## src/rtl/ram_arbiter_ctrl.sv

```systemverilog
// Two-port round-robin arbiter and strobe sequencer for the single-port DFF RAM.
// Optional `RAM_INIT_CLEAR_EN: after reset, zero every RAM word before serving requests.
module ram_arbiter_ctrl #(
  parameter int ADDR_BITS = 4,
  parameter int DATA_BITS = 8,
  parameter int RAM_BYTES = 16
) (
  input  logic                 clk,
  input  logic                 rst_n,
  input  logic                 p0_req,
  input  logic                 p0_we,
  input  logic [ADDR_BITS-1:0] p0_addr,
  input  logic [DATA_BITS-1:0] p0_wdata,
  output logic                 p0_ready,
  output logic                 p0_done,
  input  logic                 p1_req,
  input  logic                 p1_we,
  input  logic [ADDR_BITS-1:0] p1_addr,
  input  logic [DATA_BITS-1:0] p1_wdata,
  output logic                 p1_ready,
  output logic                 p1_done,
  output logic [DATA_BITS-1:0] rsp_rdata,
  output logic                 busy,
  output logic [ADDR_BITS-1:0] mem_mar,
  output logic [DATA_BITS-1:0] mem_data_in,
  input  logic [DATA_BITS-1:0] mem_data_out,
  output logic                 mem_ce_n,
  output logic                 mem_lr_n
);

`ifdef RAM_INIT_CLEAR_EN
  typedef enum logic [2:0] {S_IDLE, S_ISSUE, S_CAPTURE, S_RESP, S_INIT} state_e;
  localparam state_e RESET_STATE = S_INIT;
  localparam int CNT_BITS = $clog2(RAM_BYTES + 1);
  localparam logic [CNT_BITS-1:0] CNT_END = CNT_BITS'(RAM_BYTES);
  logic [CNT_BITS-1:0] cnt_q, cnt_d;
`else
  typedef enum logic [2:0] {S_IDLE, S_ISSUE, S_CAPTURE, S_RESP} state_e;
  localparam state_e RESET_STATE = S_IDLE;
`endif

  state_e               state_q, state_d;
  logic                 last_grant_q, last_grant_d;
  logic                 port_q, port_d;
  logic                 we_q, we_d;
  logic [ADDR_BITS-1:0] mar_q, mar_d;
  logic [DATA_BITS-1:0] din_q, din_d;
  logic [DATA_BITS-1:0] rdata_q, rdata_d;
  logic                 ce_n_q, ce_n_d;
  logic                 lr_n_q, lr_n_d;
  logic                 grant;
  logic                 accept;

  // A lone requester always wins; on a tie the port that did not win last time goes.
  assign grant  = (p0_req && p1_req) ? ~last_grant_q : p1_req;
  assign accept = (state_q == S_IDLE) && (p0_req || p1_req);

  // NOTE: sequential state uses non-blocking assignments so every register samples
  // pre-edge values; the comb blocks below use blocking assignments.
  always_ff @(posedge clk or negedge rst_n) begin
    if (!rst_n) begin
      state_q      <= RESET_STATE;
      last_grant_q <= 1'b1;
    end else begin
      state_q      <= state_d;
      last_grant_q <= last_grant_d;
    end
  end

  // NOTE: every comb output gets a default before the case, so no latches are inferred.
  always_comb begin
    state_d = state_q;
    unique case (state_q)
      S_IDLE:    if (accept) state_d = S_ISSUE;
      S_ISSUE:   state_d = we_q ? S_RESP : S_CAPTURE;
      S_CAPTURE: state_d = S_RESP;
      S_RESP:    state_d = S_IDLE;
`ifdef RAM_INIT_CLEAR_EN
      S_INIT:    if (cnt_q == CNT_END) state_d = S_IDLE;
`endif
      default:   state_d = S_IDLE;
    endcase
  end

  always_comb begin
    last_grant_d = last_grant_q;
    port_d       = port_q;
    we_d         = we_q;
    mar_d        = mar_q;
    din_d        = din_q;
    rdata_d      = rdata_q;
    ce_n_d       = 1'b1;
    lr_n_d       = 1'b1;
`ifdef RAM_INIT_CLEAR_EN
    cnt_d        = cnt_q;
`endif
    unique case (state_q)
      S_IDLE: begin
        if (accept) begin
          port_d       = grant;
          last_grant_d = grant;
          we_d         = grant ? p1_we    : p0_we;
          mar_d        = grant ? p1_addr  : p0_addr;
          din_d        = grant ? p1_wdata : p0_wdata;
          lr_n_d       = ~(grant ? p1_we : p0_we);
          ce_n_d       =  (grant ? p1_we : p0_we);
        end
      end
      S_CAPTURE: rdata_d = mem_data_out;
`ifdef RAM_INIT_CLEAR_EN
      S_INIT: begin
        if (cnt_q != CNT_END) begin
          mar_d  = cnt_q[ADDR_BITS-1:0];
          din_d  = '0;
          lr_n_d = 1'b0;
          cnt_d  = cnt_q + 1'b1;
        end
      end
`endif
      default: ;
    endcase
  end

  always_ff @(posedge clk or negedge rst_n) begin
    if (!rst_n) begin
      port_q  <= 1'b0;
      we_q    <= 1'b0;
      mar_q   <= '0;
      din_q   <= '0;
      rdata_q <= '0;
      ce_n_q  <= 1'b1;
      lr_n_q  <= 1'b1;
`ifdef RAM_INIT_CLEAR_EN
      cnt_q   <= '0;
`endif
    end else begin
      port_q  <= port_d;
      we_q    <= we_d;
      mar_q   <= mar_d;
      din_q   <= din_d;
      rdata_q <= rdata_d;
      ce_n_q  <= ce_n_d;
      lr_n_q  <= lr_n_d;
`ifdef RAM_INIT_CLEAR_EN
      cnt_q   <= cnt_d;
`endif
    end
  end

  assign p0_ready    = (state_q == S_IDLE) && !grant && p0_req;
  assign p1_ready    = (state_q == S_IDLE) &&  grant && p1_req;
  assign p0_done     = (state_q == S_RESP) && !port_q;
  assign p1_done     = (state_q == S_RESP) &&  port_q;
  assign busy        = (state_q != S_IDLE);
  assign rsp_rdata   = rdata_q;
  assign mem_mar     = mar_q;
  assign mem_data_in = din_q;
  assign mem_ce_n    = ce_n_q;
  assign mem_lr_n    = lr_n_q;

endmodule

```

## config.mk

```make
export PLATFORM = sky130hd
export DESIGN_NAME = ram_arbiter_ctrl
export DESIGN_NICKNAME = d
export VERILOG_FILES = /design/src/rtl/ram_arbiter_ctrl.sv
export SDC_FILE = /design/constraint.sdc
export NUM_CORES = 1
export LEC_CHECK = 0
export ABC_AREA = 1
export BUFFER_PORTS_ARGS = -buffer_cell sky130_fd_sc_hd__buf_2
export CAP_MARGIN = 5
export CORE_ASPECT_RATIO = 0.9
export CORE_MARGIN = 3
export CORE_UTILIZATION = 49
export CTS_BUF_LIST = sky130_fd_sc_hd__clkbuf_16
export DETAILED_ROUTE_END_ITERATION = 16
export PLACE_DENSITY_LB_ADDON = 0.1
export SYNTH_ARGS = -nofsm -noshare
export SYNTH_HDL_FRONTEND = slang
export SYNTH_SLANG_ARGS = --single-unit
```

## constraint.sdc

```tcl
create_clock -name clk -period 3.4 [get_ports clk]
set_clock_uncertainty 0.1 [all_clocks]
set_input_delay 0.34 -clock clk [delete_from_list [all_inputs] [get_ports clk]]
set_output_delay 0.34 -clock clk [all_outputs]
set_load 0.01 [all_outputs]
```

==> reports/results.txt <==
Remaining DRCs = 0
Fillers = 229
Flops & latches, synth = 27
HPWL Detailed = 2270 um
Slowest stage delay, CP = 0.53 ns
CTS root buffer = clkbuf_16
Ant. Diodes = 0
Initial drt markers = 52
Number of distinct library cells after synthesis = 14
Post-synthesis sequential area ratio = 49.9%
Crit share post-route = 67.3%
H-tree depth = 1
Largest area contributor in the netlist = dfrtp_1
Vias per cell = 4.74
Sw Share = 39.7%
CTS max path bufs = 2
Slew headroom = 60.9%
Actual slew at the worst max-slew pin = 0.587 ns
Setup Fix Bufs, Post-CTS = 0
Hold WS = -0.0245 ns
Final hold violation count = 24
Cell area after synthesis = 0.00136 mm2
GR Util All Layers = 18.0%
GRT Residual Overflow = 0
Critical Path RT = 2.96 ns
Sink Count = 27
CP bufs+invs = 2
Most frequent cells after synthesis = 77 x nand2_1, 33 x inv_1, 29 x nand3_1, 24 x dfrtp_1, 5 x buf_2
Internal = 0.895 mW
Initial Util = 53.3%
CP Max Fanout = 15
P_leak = 1.12 nW
Routed wire length = 3040 um
Share of the synthesized area in the top cell type = 44.1%
Latest clock arrival within the worst-skew pair = 0.26 ns
CTS clk-pin slew, worst paths = 0.06 ns
Sequential share of power = 38.6%
Ys Warns = 0
Die H = 56.0 um
CP arrival = 1.85 ns
FF+latch area = 679 um2
Cell family with most CP delay = simple AND/OR/NAND/NOR gates
Number of synthesized flops with an enable pin = 0
CP Capture Type = output pin
Power, Total = 1.48 mW
Worst Hold Class = input port to async pin
CTS Buf Count = 3
First-pass GRT wire length = 4880 um
Antenna violations before repair = 0
Nature of the critical path startpoint = flip-flop
Multi-input gate area = 518 um2
Post_cts resized = 0
Syn Nets = 226
Failing checks = negative hold slack
IO buf count = 64
Cell with the most instances after synthesis = nand2_1
Vias in the first global route = 1179
Post-DR wirelength/cell = 11.1 um
Layout cells sized above 1 = 30.1%
Crit Path Category = flip-flop to output pin
Top_reg_cell synth = dfrtp_1
Area contributors post-synth = dfrtp_1 44%, nand2_1 21%, nand3_1 11%
Peak supply drop = 0.593 mV
Clock Power Share = 17.7%
Number of nets in the layout = 289
Power Density = 841 mW/mm2
Sw power = 0.589 mW
Sum Neg Setup Slack = 0 ns
Slew Limit Fails = 0
Cell chain of the critical path = nand2_1, nand2_1, inv_1, nor2_1, buf_2
Die Area = 0.00345 mm2
Inst Count DP = 270
Syn-to-layout area delta = 29.6%
CTS tree = built
Die Span X = 61.6 um
Fmax = 437 MHz
Cell repeated most along the worst path = nand2_1
Final WS setup = 1.11 ns
Setup WS pre-CTS = 1.35 ns
Min Tclk post-route = 2.29 ns
Mapped Cells = 184
Post-DRT Antenna Nets = 0
Status = finished, violations left
Core area = 0.00255 mm2
Non-filler instance count after layout = 274
RD Place Congestion = 0.797
Logic pwr share = 43.7%
Mean Syn Cell Area = 7.40 um2
Largest net degree at the start of global routing = 28
I/O pins = 65
# rows = 17
CP max-delay cell = dfstp_2
RSZ-0062 raised after global routing = false
Via count = 1298
Max_cap viols = 0
Final setup fails = 0
Cts hold-fix bufs = 0
Drt first pass iters = 4
Synth async-reset ratio = 100%
R2r setup slk = 1.57 ns
-- through the flow --
stage	util [%]	cell area [um2]
3_5_place_dp	66.0	1680
5_1_grt	69.1	1760
6_report	69.1	1760
2_1_floorplan	-	1360
3_3_place_gp	66.0	1680
4_1_cts	69.1	1760
-- final cells by class --
type                    count  area share (%)
repair buffers             64            18.2
inverters                  35            7.45
well taps                  28            1.99
flip-flops and latches     27            38.5
clock inverters             1           0.284
clock buffers               3            4.26
multi-input cells         116            29.4
-- placed cells by master, fill, tap and decap left out --
cell	count
buf_2	64
clkbuf_16	3
clkinv_1	1
clkinv_2	1
dfrtp_1	24
dfstp_2	3
ha_1	4
inv_1	33
inv_2	1
nand2_1	77
nand3_1	29
nor2_1	3
nor2_2	1
nor2_4	1
o21ai_0	1
-- flip-flops by register name (all words and copies together) (netlist names) --
signal / count
mem_data_in: 8
rsp_rdata: 8
mem_mar: 4
state_q: 2
last_grant_q: 1
mem_ce_n: 1
mem_lr_n: 1
port_q: 1
we_q: 1
-- worst paths after layout --
kind                            startpoint              to  cells after the start
hold reg to reg               rsp_rdata[4]    rsp_rdata[4]                      2
max in group asynchronous            rst_n      state_q[1]                      1
hold / removal                       rst_n  mem_data_in[0]                      1
setup reg to reg              last_grant_q            we_q                      5
min in group clk           mem_data_out[2]    rsp_rdata[2]                      3
setup / recovery              last_grant_q        p0_ready                      5
-- metal layers --
metal  routed length [um]  global-route usage, %  vias to the layer above
li1                     -                      -                      671
met1                 1410                   25.4                      571
met2                 1350                   28.4                       54
met3                  265                   4.64                        2
met4                   12                   1.82                        0
met5                    0                      0                        -
-- cell families after synthesis --
| group | Yosys count | synth area share (%) |
|---|---|---|
| AND/OR/NAND/NOR | 111 | 34.0 |
| flip-flops | 27 | 49.9 |
| AO/OA/AOI/OAI | 1 | 0.367 |
| buffers and inverters | 41 | 12.0 |
| adder cells (fa/ha/maj) | 4 | 3.68 |
-- power groups by stage --
stage,logic (mW),clock network [mW],registers [mW]
after global routing,0.744,0.286,0.596
final,0.648,0.263,0.573
after CTS,0.660,0.270,0.574
after detailed placement,0.655,0,0.575
after global placement,0.643,0,0.577
after floorplan,0.363,0,0.630
No activity file was read; power rests on OpenSTA's default activity.
